<file path="src/rtl/apb_master_arbiter_if.sv">
// Bundle of requester, response and APB signals for apb_master_arbiter.
// The "master" modport is the arbiter's view, "slave" is the environment's view
// (the requesters plus the APB slave fabric).
interface apb_master_arbiter_if #(
    parameter int ADDR_WIDTH = 8,
    parameter int DATA_WIDTH = 8
);
    // Requester 0
    logic                  req0_valid;
    logic                  req0_ready;
    logic                  req0_write;
    logic [ADDR_WIDTH-1:0] req0_addr;
    logic [DATA_WIDTH-1:0] req0_wdata;
    // Requester 1
    logic                  req1_valid;
    logic                  req1_ready;
    logic                  req1_write;
    logic [ADDR_WIDTH-1:0] req1_addr;
    logic [DATA_WIDTH-1:0] req1_wdata;
    // Shared response
    logic                  rsp0_valid;
    logic                  rsp1_valid;
    logic [DATA_WIDTH-1:0] rsp_rdata;
    logic                  rsp_err;
    // APB bus
    logic                  apb_psel;
    logic                  apb_penable;
    logic                  apb_pwrite;
    logic [ADDR_WIDTH-1:0] apb_paddr;
    logic [DATA_WIDTH-1:0] apb_pwdata;
    logic [DATA_WIDTH-1:0] apb_prdata;
    logic                  apb_pready;

    modport master (
        input  req0_valid, req0_write, req0_addr, req0_wdata,
        input  req1_valid, req1_write, req1_addr, req1_wdata,
        output req0_ready, req1_ready,
        output rsp0_valid, rsp1_valid, rsp_rdata, rsp_err,
        output apb_psel, apb_penable, apb_pwrite, apb_paddr, apb_pwdata,
        input  apb_prdata, apb_pready
    );

    modport slave (
        output req0_valid, req0_write, req0_addr, req0_wdata,
        output req1_valid, req1_write, req1_addr, req1_wdata,
        input  req0_ready, req1_ready,
        input  rsp0_valid, rsp1_valid, rsp_rdata, rsp_err,
        input  apb_psel, apb_penable, apb_pwrite, apb_paddr, apb_pwdata,
        output apb_prdata, apb_pready
    );
endinterface

</file>
<file path="src/rtl/apb_master_arbiter.sv">
// Two-requester APB master: round-robin arbitration, SETUP/ACCESS sequencing,
// pready wait states and an optional ACCESS-phase timeout. All outputs except
// the two request-ready strobes are registered.
module apb_master_arbiter #(
    parameter int ADDR_WIDTH = 8,
    parameter int DATA_WIDTH = 8,
    parameter int TIMEOUT    = 16
) (
    input logic                  clk,
    input logic                  rst,
    apb_master_arbiter_if.master bus
);
    typedef enum logic [1:0] {
        IDLE   = 2'd0,
        SETUP  = 2'd1,
        ACCESS = 2'd2
    } state_t;

    // Counter holds 0..TIMEOUT; a disabled timeout still needs one bit.
    localparam int CNT_W = (TIMEOUT > 0) ? $clog2(TIMEOUT + 1) : 1;
    // Value of the counter during the TIMEOUT-th ACCESS cycle (first ACCESS = 0).
    localparam logic [CNT_W-1:0] CNT_LAST = (TIMEOUT > 0) ? CNT_W'(TIMEOUT - 1) : '0;
    localparam logic [CNT_W-1:0] CNT_MAX  = '1;

    state_t                state_q;
    logic                  grant_q;       // owner of the transfer in flight
    logic                  last_grant_q;  // most recent winner, for round-robin
    logic                  psel_q;
    logic                  penable_q;
    logic                  pwrite_q;
    logic [ADDR_WIDTH-1:0] paddr_q;
    logic [DATA_WIDTH-1:0] pwdata_q;
    logic                  rsp0_valid_q;
    logic                  rsp1_valid_q;
    logic [DATA_WIDTH-1:0] rsp_rdata_q;
    logic                  rsp_err_q;
    logic [CNT_W-1:0]      cnt_q;
    logic [CNT_W-1:0]      cnt_d;

    logic ready0;
    logic ready1;

    // Round-robin acceptance: on a tie the requester that did not win last time goes.
    always_comb begin
        // NOTE: default every output first so no path through the block can infer a latch.
        ready0 = 1'b0;
        ready1 = 1'b0;
        if (!rst && state_q == IDLE) begin
            ready0 = bus.req0_valid && (!bus.req1_valid || last_grant_q);
            ready1 = bus.req1_valid && (!bus.req0_valid || !last_grant_q);
        end
    end

    // Saturating ACCESS-cycle count, so a disabled timeout can never wrap.
    always_comb begin
        cnt_d = (cnt_q == CNT_MAX) ? cnt_q : cnt_q + CNT_W'(1);
    end

    // Transfer FSM with all APB and response outputs registered.
    always_ff @(posedge clk) begin
        // NOTE: sequential state uses non-blocking assignments so every register
        // samples the pre-edge values regardless of statement order.
        if (rst) begin
            state_q      <= IDLE;
            grant_q      <= 1'b0;
            last_grant_q <= 1'b1;
            psel_q       <= 1'b0;
            penable_q    <= 1'b0;
            pwrite_q     <= 1'b0;
            paddr_q      <= '0;
            pwdata_q     <= '0;
            rsp0_valid_q <= 1'b0;
            rsp1_valid_q <= 1'b0;
            rsp_rdata_q  <= '0;
            rsp_err_q    <= 1'b0;
            cnt_q        <= '0;
        end else begin
            rsp0_valid_q <= 1'b0;
            rsp1_valid_q <= 1'b0;
            case (state_q)
                IDLE: begin
                    if (ready0 || ready1) begin
                        grant_q      <= ready1;
                        last_grant_q <= ready1;
                        pwrite_q     <= ready1 ? bus.req1_write : bus.req0_write;
                        paddr_q      <= ready1 ? bus.req1_addr  : bus.req0_addr;
                        pwdata_q     <= ready1 ? bus.req1_wdata : bus.req0_wdata;
                        psel_q       <= 1'b1;
                        penable_q    <= 1'b0;
                        cnt_q        <= '0;
                        state_q      <= SETUP;
                    end
                end
                SETUP: begin
                    penable_q <= 1'b1;
                    state_q   <= ACCESS;
                end
                ACCESS: begin
                    if (bus.apb_pready) begin
                        psel_q       <= 1'b0;
                        penable_q    <= 1'b0;
                        rsp0_valid_q <= !grant_q;
                        rsp1_valid_q <= grant_q;
                        rsp_rdata_q  <= pwrite_q ? '0 : bus.apb_prdata;
                        rsp_err_q    <= 1'b0;
                        state_q      <= IDLE;
                    end else if ((TIMEOUT != 0) && (cnt_q == CNT_LAST)) begin
                        psel_q       <= 1'b0;
                        penable_q    <= 1'b0;
                        rsp0_valid_q <= !grant_q;
                        rsp1_valid_q <= grant_q;
                        rsp_rdata_q  <= '0;
                        rsp_err_q    <= 1'b1;
                        state_q      <= IDLE;
                    end else begin
                        cnt_q <= cnt_d;
                    end
                end
                default: begin
                    psel_q    <= 1'b0;
                    penable_q <= 1'b0;
                    state_q   <= IDLE;
                end
            endcase
        end
    end

    assign bus.req0_ready  = ready0;
    assign bus.req1_ready  = ready1;
    assign bus.rsp0_valid  = rsp0_valid_q;
    assign bus.rsp1_valid  = rsp1_valid_q;
    assign bus.rsp_rdata   = rsp_rdata_q;
    assign bus.rsp_err     = rsp_err_q;
    assign bus.apb_psel    = psel_q;
    assign bus.apb_penable = penable_q;
    assign bus.apb_pwrite  = pwrite_q;
    assign bus.apb_paddr   = paddr_q;
    assign bus.apb_pwdata  = pwdata_q;
endmodule

</file>
<file path="src/flat_wrapper.sv">
// flat-port wrapper written by rule: the top's interface ports become plain ports
module apb_master_arbiter_flat 
#(
    parameter int ADDR_WIDTH = 8,
    parameter int DATA_WIDTH = 8,
    parameter int TIMEOUT    = 16
)
  (clk, rst, bus_req0_valid, bus_req0_write, bus_req0_addr, bus_req0_wdata, bus_req1_valid, bus_req1_write, bus_req1_addr, bus_req1_wdata, bus_req0_ready, bus_req1_ready, bus_rsp0_valid, bus_rsp1_valid, bus_rsp_rdata, bus_rsp_err, bus_apb_psel, bus_apb_penable, bus_apb_pwrite, bus_apb_paddr, bus_apb_pwdata, bus_apb_prdata, bus_apb_pready);
  apb_master_arbiter_if #(.ADDR_WIDTH(ADDR_WIDTH), .DATA_WIDTH(DATA_WIDTH)) bus_i ();
  input logic clk;
  input logic rst;
  input wire logic [$bits(bus_i.req0_valid)-1:0] bus_req0_valid;
  input wire logic [$bits(bus_i.req0_write)-1:0] bus_req0_write;
  input wire logic [$bits(bus_i.req0_addr)-1:0] bus_req0_addr;
  input wire logic [$bits(bus_i.req0_wdata)-1:0] bus_req0_wdata;
  input wire logic [$bits(bus_i.req1_valid)-1:0] bus_req1_valid;
  input wire logic [$bits(bus_i.req1_write)-1:0] bus_req1_write;
  input wire logic [$bits(bus_i.req1_addr)-1:0] bus_req1_addr;
  input wire logic [$bits(bus_i.req1_wdata)-1:0] bus_req1_wdata;
  output wire logic [$bits(bus_i.req0_ready)-1:0] bus_req0_ready;
  output wire logic [$bits(bus_i.req1_ready)-1:0] bus_req1_ready;
  output wire logic [$bits(bus_i.rsp0_valid)-1:0] bus_rsp0_valid;
  output wire logic [$bits(bus_i.rsp1_valid)-1:0] bus_rsp1_valid;
  output wire logic [$bits(bus_i.rsp_rdata)-1:0] bus_rsp_rdata;
  output wire logic [$bits(bus_i.rsp_err)-1:0] bus_rsp_err;
  output wire logic [$bits(bus_i.apb_psel)-1:0] bus_apb_psel;
  output wire logic [$bits(bus_i.apb_penable)-1:0] bus_apb_penable;
  output wire logic [$bits(bus_i.apb_pwrite)-1:0] bus_apb_pwrite;
  output wire logic [$bits(bus_i.apb_paddr)-1:0] bus_apb_paddr;
  output wire logic [$bits(bus_i.apb_pwdata)-1:0] bus_apb_pwdata;
  input wire logic [$bits(bus_i.apb_prdata)-1:0] bus_apb_prdata;
  input wire logic [$bits(bus_i.apb_pready)-1:0] bus_apb_pready;
  assign bus_i.req0_valid = bus_req0_valid;
  assign bus_i.req0_write = bus_req0_write;
  assign bus_i.req0_addr = bus_req0_addr;
  assign bus_i.req0_wdata = bus_req0_wdata;
  assign bus_i.req1_valid = bus_req1_valid;
  assign bus_i.req1_write = bus_req1_write;
  assign bus_i.req1_addr = bus_req1_addr;
  assign bus_i.req1_wdata = bus_req1_wdata;
  assign bus_req0_ready = bus_i.req0_ready;
  assign bus_req1_ready = bus_i.req1_ready;
  assign bus_rsp0_valid = bus_i.rsp0_valid;
  assign bus_rsp1_valid = bus_i.rsp1_valid;
  assign bus_rsp_rdata = bus_i.rsp_rdata;
  assign bus_rsp_err = bus_i.rsp_err;
  assign bus_apb_psel = bus_i.apb_psel;
  assign bus_apb_penable = bus_i.apb_penable;
  assign bus_apb_pwrite = bus_i.apb_pwrite;
  assign bus_apb_paddr = bus_i.apb_paddr;
  assign bus_apb_pwdata = bus_i.apb_pwdata;
  assign bus_i.apb_prdata = bus_apb_prdata;
  assign bus_i.apb_pready = bus_apb_pready;
  apb_master_arbiter #(.ADDR_WIDTH(ADDR_WIDTH), .DATA_WIDTH(DATA_WIDTH), .TIMEOUT(TIMEOUT)) u_core (.clk(clk), .rst(rst), .bus(bus_i));
endmodule
</file>
<file path="config.mk">
export PLATFORM = sky130hd
export DESIGN_NAME = apb_master_arbiter_flat
export DESIGN_NICKNAME = d
export VERILOG_FILES = /design/src/rtl/apb_master_arbiter_if.sv /design/src/rtl/apb_master_arbiter.sv /design/src/flat_wrapper.sv
export SDC_FILE = /design/constraint.sdc
export NUM_CORES = 1
export LEC_CHECK = 0
export CORE_MARGIN = 2
export CORE_UTILIZATION = 40
export DETAILED_ROUTE_END_ITERATION = 8
export PLACE_DENSITY = 0.82
export SETUP_SLACK_MARGIN = 0.5
export SKIP_LAST_GASP = 1
export SYNTH_ARGS = -nofsm -noshare
export SYNTH_HDL_FRONTEND = slang
export SYNTH_SLANG_ARGS = --single-unit
</file>
<file path="constraint.sdc">
create_clock -name clk -period 4.3 [get_ports clk]
set_clock_uncertainty 0.15 [all_clocks]
set_input_delay 1.075 -clock clk [delete_from_list [all_inputs] [get_ports clk]]
set_output_delay 1.075 -clock clk [all_outputs]
set_load 0.1 [all_outputs]
</file>
---- After elaboration in Yosys (flattened, before gate mapping) ----
Cells that the tools add are included.
cells by class
  $add $sub $neg .......................... 1
  eq/ne operators ......................... 9
  mux-type cells .......................... 29
  bitwise operators ....................... 2
  reduce and logical (&&, ||, !) cells .... 20
operators by type and width
  kind                   count
  $mux W8                5
  $mux W5                4
  $mux W1                13
  $pmux W5 S2            1
  $ne A2 B2 Y1 const B   4
  $mux W2                3
  $pmux W1 S3            2
  $pmux W2 S3            1
  $reduce_and A2 Y1      3
  $add A5 B1 Y5 const B  1
  $eq A5 B4 Y1 const B   1
  $eq A5 B5 Y1 const B   1
  $logic_not A1 Y1       5
  $reduce_and A5 Y1      1
  $reduce_bool A2 Y1     2
  $logic_and A1 B1 Y1    3
  $logic_or A1 B1 Y1     3
  $ne A3 B2 Y1 const B   1
  $reduce_and A3 Y1      1
  $eq A2 B1 Y1 const B   1
  $eq A2 B2 Y1 const B   1
  $logic_not A2 Y1       1
  $not A1 Y1             2
  $reduce_or A2 Y1       1
storage, ports and cells
  bits in registers ....................... 39
  input bits .............................. 47

---- Logic depth before layout (Yosys ltp) ----
  depth in word-level cells ............... 7
  gate-level depth with buffers ........... 6
  depth with buffers taken out ............ 6

---- Worst setup path after synthesis ----
No wires, ideal clock.
  kind .................................... input-to-output
  from .................................... input port rst
  to ...................................... output port bus_req0_ready
  data arrival time ....................... 3.833 ns
  required time ........................... 3.075 ns
  setup slack ............................. -0.758 ns
  cell stages on the path ................. 3
  cells stage by stage .................... or3_1 clkbuf_1 a211oi_1
on the way
  cells in the longest elaborated chain, start to end .. 3
ends and longest elaborated chain
  what                 line                      RTL
  start, declared      flat_wrapper.sv:11        input logic rst;
  $logic_not A1 Y1     apb_master_arbiter.sv:48  if (!rst && state_q == IDLE) begin
  $logic_and A1 B1 Y1  apb_master_arbiter.sv:48
  $mux W1              apb_master_arbiter.sv:48
  end, declared        flat_wrapper.sv:20        output wire logic [$bits(bus_i.req0_ready)-1:0] bus_req0_ready;
No other way between the ends.

---- Worst setup path in the final report ----
  from .................................... input port bus_req1_valid
  to ...................................... output port bus_req1_ready
on the way
  cells in the longest elaborated chain, start to end .. 2
ends and longest elaborated chain
  what                 line                      RTL
  start, declared      flat_wrapper.sv:16        input wire logic [$bits(bus_i.req1_valid)-1:0] bus_req1_valid;
  $logic_and A1 B1 Y1  apb_master_arbiter.sv:50  ready1 = bus.req1_valid && (!bus.req0_valid || !last_grant_q);
  $mux W1              apb_master_arbiter.sv:48
  end, declared        flat_wrapper.sv:21        output wire logic [$bits(bus_i.req1_ready)-1:0] bus_req1_ready;
No other way between the ends.

==> flow_summary.toml <==
[global_route]
grt_pass1_vias = 1695
antenna_found_initial = 0
grt_first_pass_wirelength_um = 8280
grtUsageTotal_pct = 21.0
grt_max_degree = 41
grt-ovfl-total = 0

[clocking]
clk_pin_slew_worst_paths_ps = 80
cts_hold_buf = 0
cts_setup_buffers = 0
cts.sinks = 38
clk-insertion-delay-late_ps = 300
cts.path.max_buffers = 2
htree_levels = 2
root_buffer = "clkbuf_8"
numCtsBuffers = 5
post_cts_resized = 0
cts_tree = "yes"

[cells_and_area]
areaGrowthSynthToFinish_pct = 55.5
postLayoutCellArea_um2 = 2710
nets = 324
n_antenna_cell = 0
drive_gt1_share_pct = 8.00

[yosys]
syn_area_um2 = 1740
synth-simple-area-share_pct = 16.8
synth_xor_area_share_pct = 0
synth_ff_type = "dfxtp_1"
synth_fa_ha_area_share_pct = 2.16
syn_inst = 204
synth.area.mux_share_pct = 1.22
yosysWarnings = 0
ys_ff_latch = 38
ys_seq_area_share_pct = 43.7
synthArstFlopShare_pct = 0
syn_nets = 254
synth-edff-count = 0
synth_top_family_by_area = "compound AO/OA/AOI/OAI gates"
synth_compound_area_share_pct = 30.4
postSynthAreaPerCell_um2 = 8.53
ys_types = 39

[floorplan]
fp.dieW_um = 69.9
floorplan.io_pins = 79
coreArea_um2 = 4090
die_y_um = 69.9
initial_core_util_pct = 42.6
dieArea_um2 = 4890
fp-row-count = 23

[worst_setup_path]
r2r_slack_ps = 1850
arrival_ps = 2480
regToRegEndpoint = "u_core.cnt_q[3]"
slowest_delay_ps = 550
cp-end-kind = "output pin"
cp.required_ps = 3070
cp_cell_sequence = "clkdlybuf4s50_1 -> a21bo_1 -> nor2_2 -> buf_12"
r2r_cells = 6
critPathSlowestCell = "clkdlybuf4s50_1"
path_buf_inv = 2
start_kind = "input pin"
path_class = "input pin to output pin"
crit_family = "buffers and inverters"
crit_path_end = "bus_req1_ready"
cp_max_fo = 19
timing.rr.start = "u_core.cnt_q[0]"
cp.depth = 4
crit_start = "bus_req1_valid"

[drt]
drt-vias-per-instance = 5.68
drc_errors = 0
postRouteAntennaNets = 0
num_vias = 1845
drtIter0Drc = 133
first_pass_iters = 4
wire_per_inst_um = 15.9
routed_wl_um = 5180

[power]
p_leak_uw = 0.000923
powerDensity_nw_per_um2 = 407
ir_drop_mv = 0.237

[outcome]
outcome = "complete, no violations"

[timing]
setup_tns_ps = 0
hold_slack_ps = 275
setup_viol = 0
period_share_pct = 86.1
layout_min_cycle_time_ps = 3700
tightest_slew_ps = 992
hold_viol_final = 0
rsz0062_at_grt = "false"
final_max_slew_viol_count = 0
slew_headroom_pct = 33.7
fmax_mhz = 270

[placement]
numPortBuffers = 78
placed_area_um2 = 2560
gp_congestion = 0.856
dp_hpwl_um = 3490

[hold_path]
hold_path_class = "flop to flop"

[run]
max-cap-violations = 0
[worst register-to-register path: cells and delay by family, from the launching register on]
family | cells | cell delay [ps]
simple gates | 3 | 1240
fa+ha+maj | 2 | 490
flops | 1 | 340
compound gates | 1 | 160
[synth_stat cells, types with 2 or more instances]
library cell  instances  area, um^2
nand2b_1              4        25.0
a211oi_1              3        22.5
nor2_1                5        18.8
o21ai_0              27         135
inv_1                 4        15.0
a21oi_1              28         140
dfxtp_1              38         761
nor3_1                2        10.0
o22ai_1               2        12.5
or4_1                 2        15.0
a22oi_1               2        15.0
ha_1                  3        37.5
nand3_1              19        95.1
a31oi_1               2        12.5
nand2_1               8        30.0
buf_2                 3        15.0
a311oi_1             17         149
clkbuf_1             14        52.6
[how the worst min path moves through the flow]
stage / slack [ps] / start / endpoint / depth (start not counted)
floorplan: 250 / u_core.grant_q / u_core.bus.rsp0_valid / 1
global placement: 270 / u_core.grant_q / u_core.bus.rsp0_valid / 1
detailed placement: 270 / u_core.grant_q / u_core.bus.rsp0_valid / 1
CTS: 280 / u_core.grant_q / u_core.bus.rsp0_valid / 1
global route: 320 / u_core.grant_q / u_core.bus.rsp0_valid / 1
finish: 280 / u_core.grant_q / u_core.bus.rsp0_valid / 1
[cell families (layout without fill, tap and decap cells)]
logic type | count (synthesis) | after routing
AOI/OAI and AO/OA | 86 | 86
adders and majority gates | 3 | 3
buffers and inverters | 23 | 94
DFF | 38 | 38
muxes | 2 | 2
and+or+nand+nor | 52 | 52
[cell type report]
cell class              count  area (um^2)
fillers                   345         1380
multi-input cells         143          893
repair buffers             82          831
flip-flops and latches     38          761
clock buffers               6         82.6
well taps                  50         62.6
clock inverters             2         60.1
inverters                   4         15.0
[sequential cells by signal, indices dropped and copies added, names as in the netlist]
signal / flops
u_core.bus.apb_paddr: 8
u_core.bus.apb_penable: 1
u_core.bus.apb_psel: 1
u_core.bus.apb_pwdata: 8
u_core.bus.apb_pwrite: 1
u_core.bus.rsp0_valid: 1
u_core.bus.rsp1_valid: 1
u_core.bus.rsp_err: 1
u_core.bus.rsp_rdata: 8
u_core.cnt_q: 5
u_core.grant_q: 1
u_core.last_grant_q: 1
u_core.state_q: 1
[cell usage in the layout (no fill, tap or decap), types with 3 or more instances in the layout]
| cell type | count |
|---|---|
| buf_4 | 4 |
| nand2_1 | 8 |
| o21ai_0 | 27 |
| a311oi_1 | 17 |
| nand2b_1 | 4 |
| dfxtp_1 | 38 |
| a21oi_1 | 28 |
| nor2_1 | 4 |
| nand3_1 | 19 |
| clkbuf_8 | 6 |
| clkdlybuf4s50_1 | 76 |
| ha_1 | 3 |
| inv_1 | 4 |
[report_power, final]
| group | internal [uW] | leakage [uW] | switching, uW |
|---|---|---|---|
| combinational | 105 | 0.000541 | 228 |
| sequential | 374 | 0.000311 | 15.6 |
| clock | 247 | 0.0000714 | 130 |
[through the flow]
stage	power (uW)	util, %	cells	worst slack, ps
6_report	1100	66.2	325	598
2_1_floorplan	624	-	204	258
3_3_place_gp	727	62.7	317	652
3_5_place_dp	729	62.7	317	596
4_1_cts	1110	66.2	325	597
5_1_grt	1140	66.2	325	539
[per-layer routing]
layer  routed length, um  share of wire [%]  track usage (%)
met4                  80                1.5             7.91
met5                   0                  0                0
met2                2460                 47             34.0
met1                2310                 45             27.2
met3                 330                6.4             4.76
Note: power is estimated with default switching activity, not from simulation.
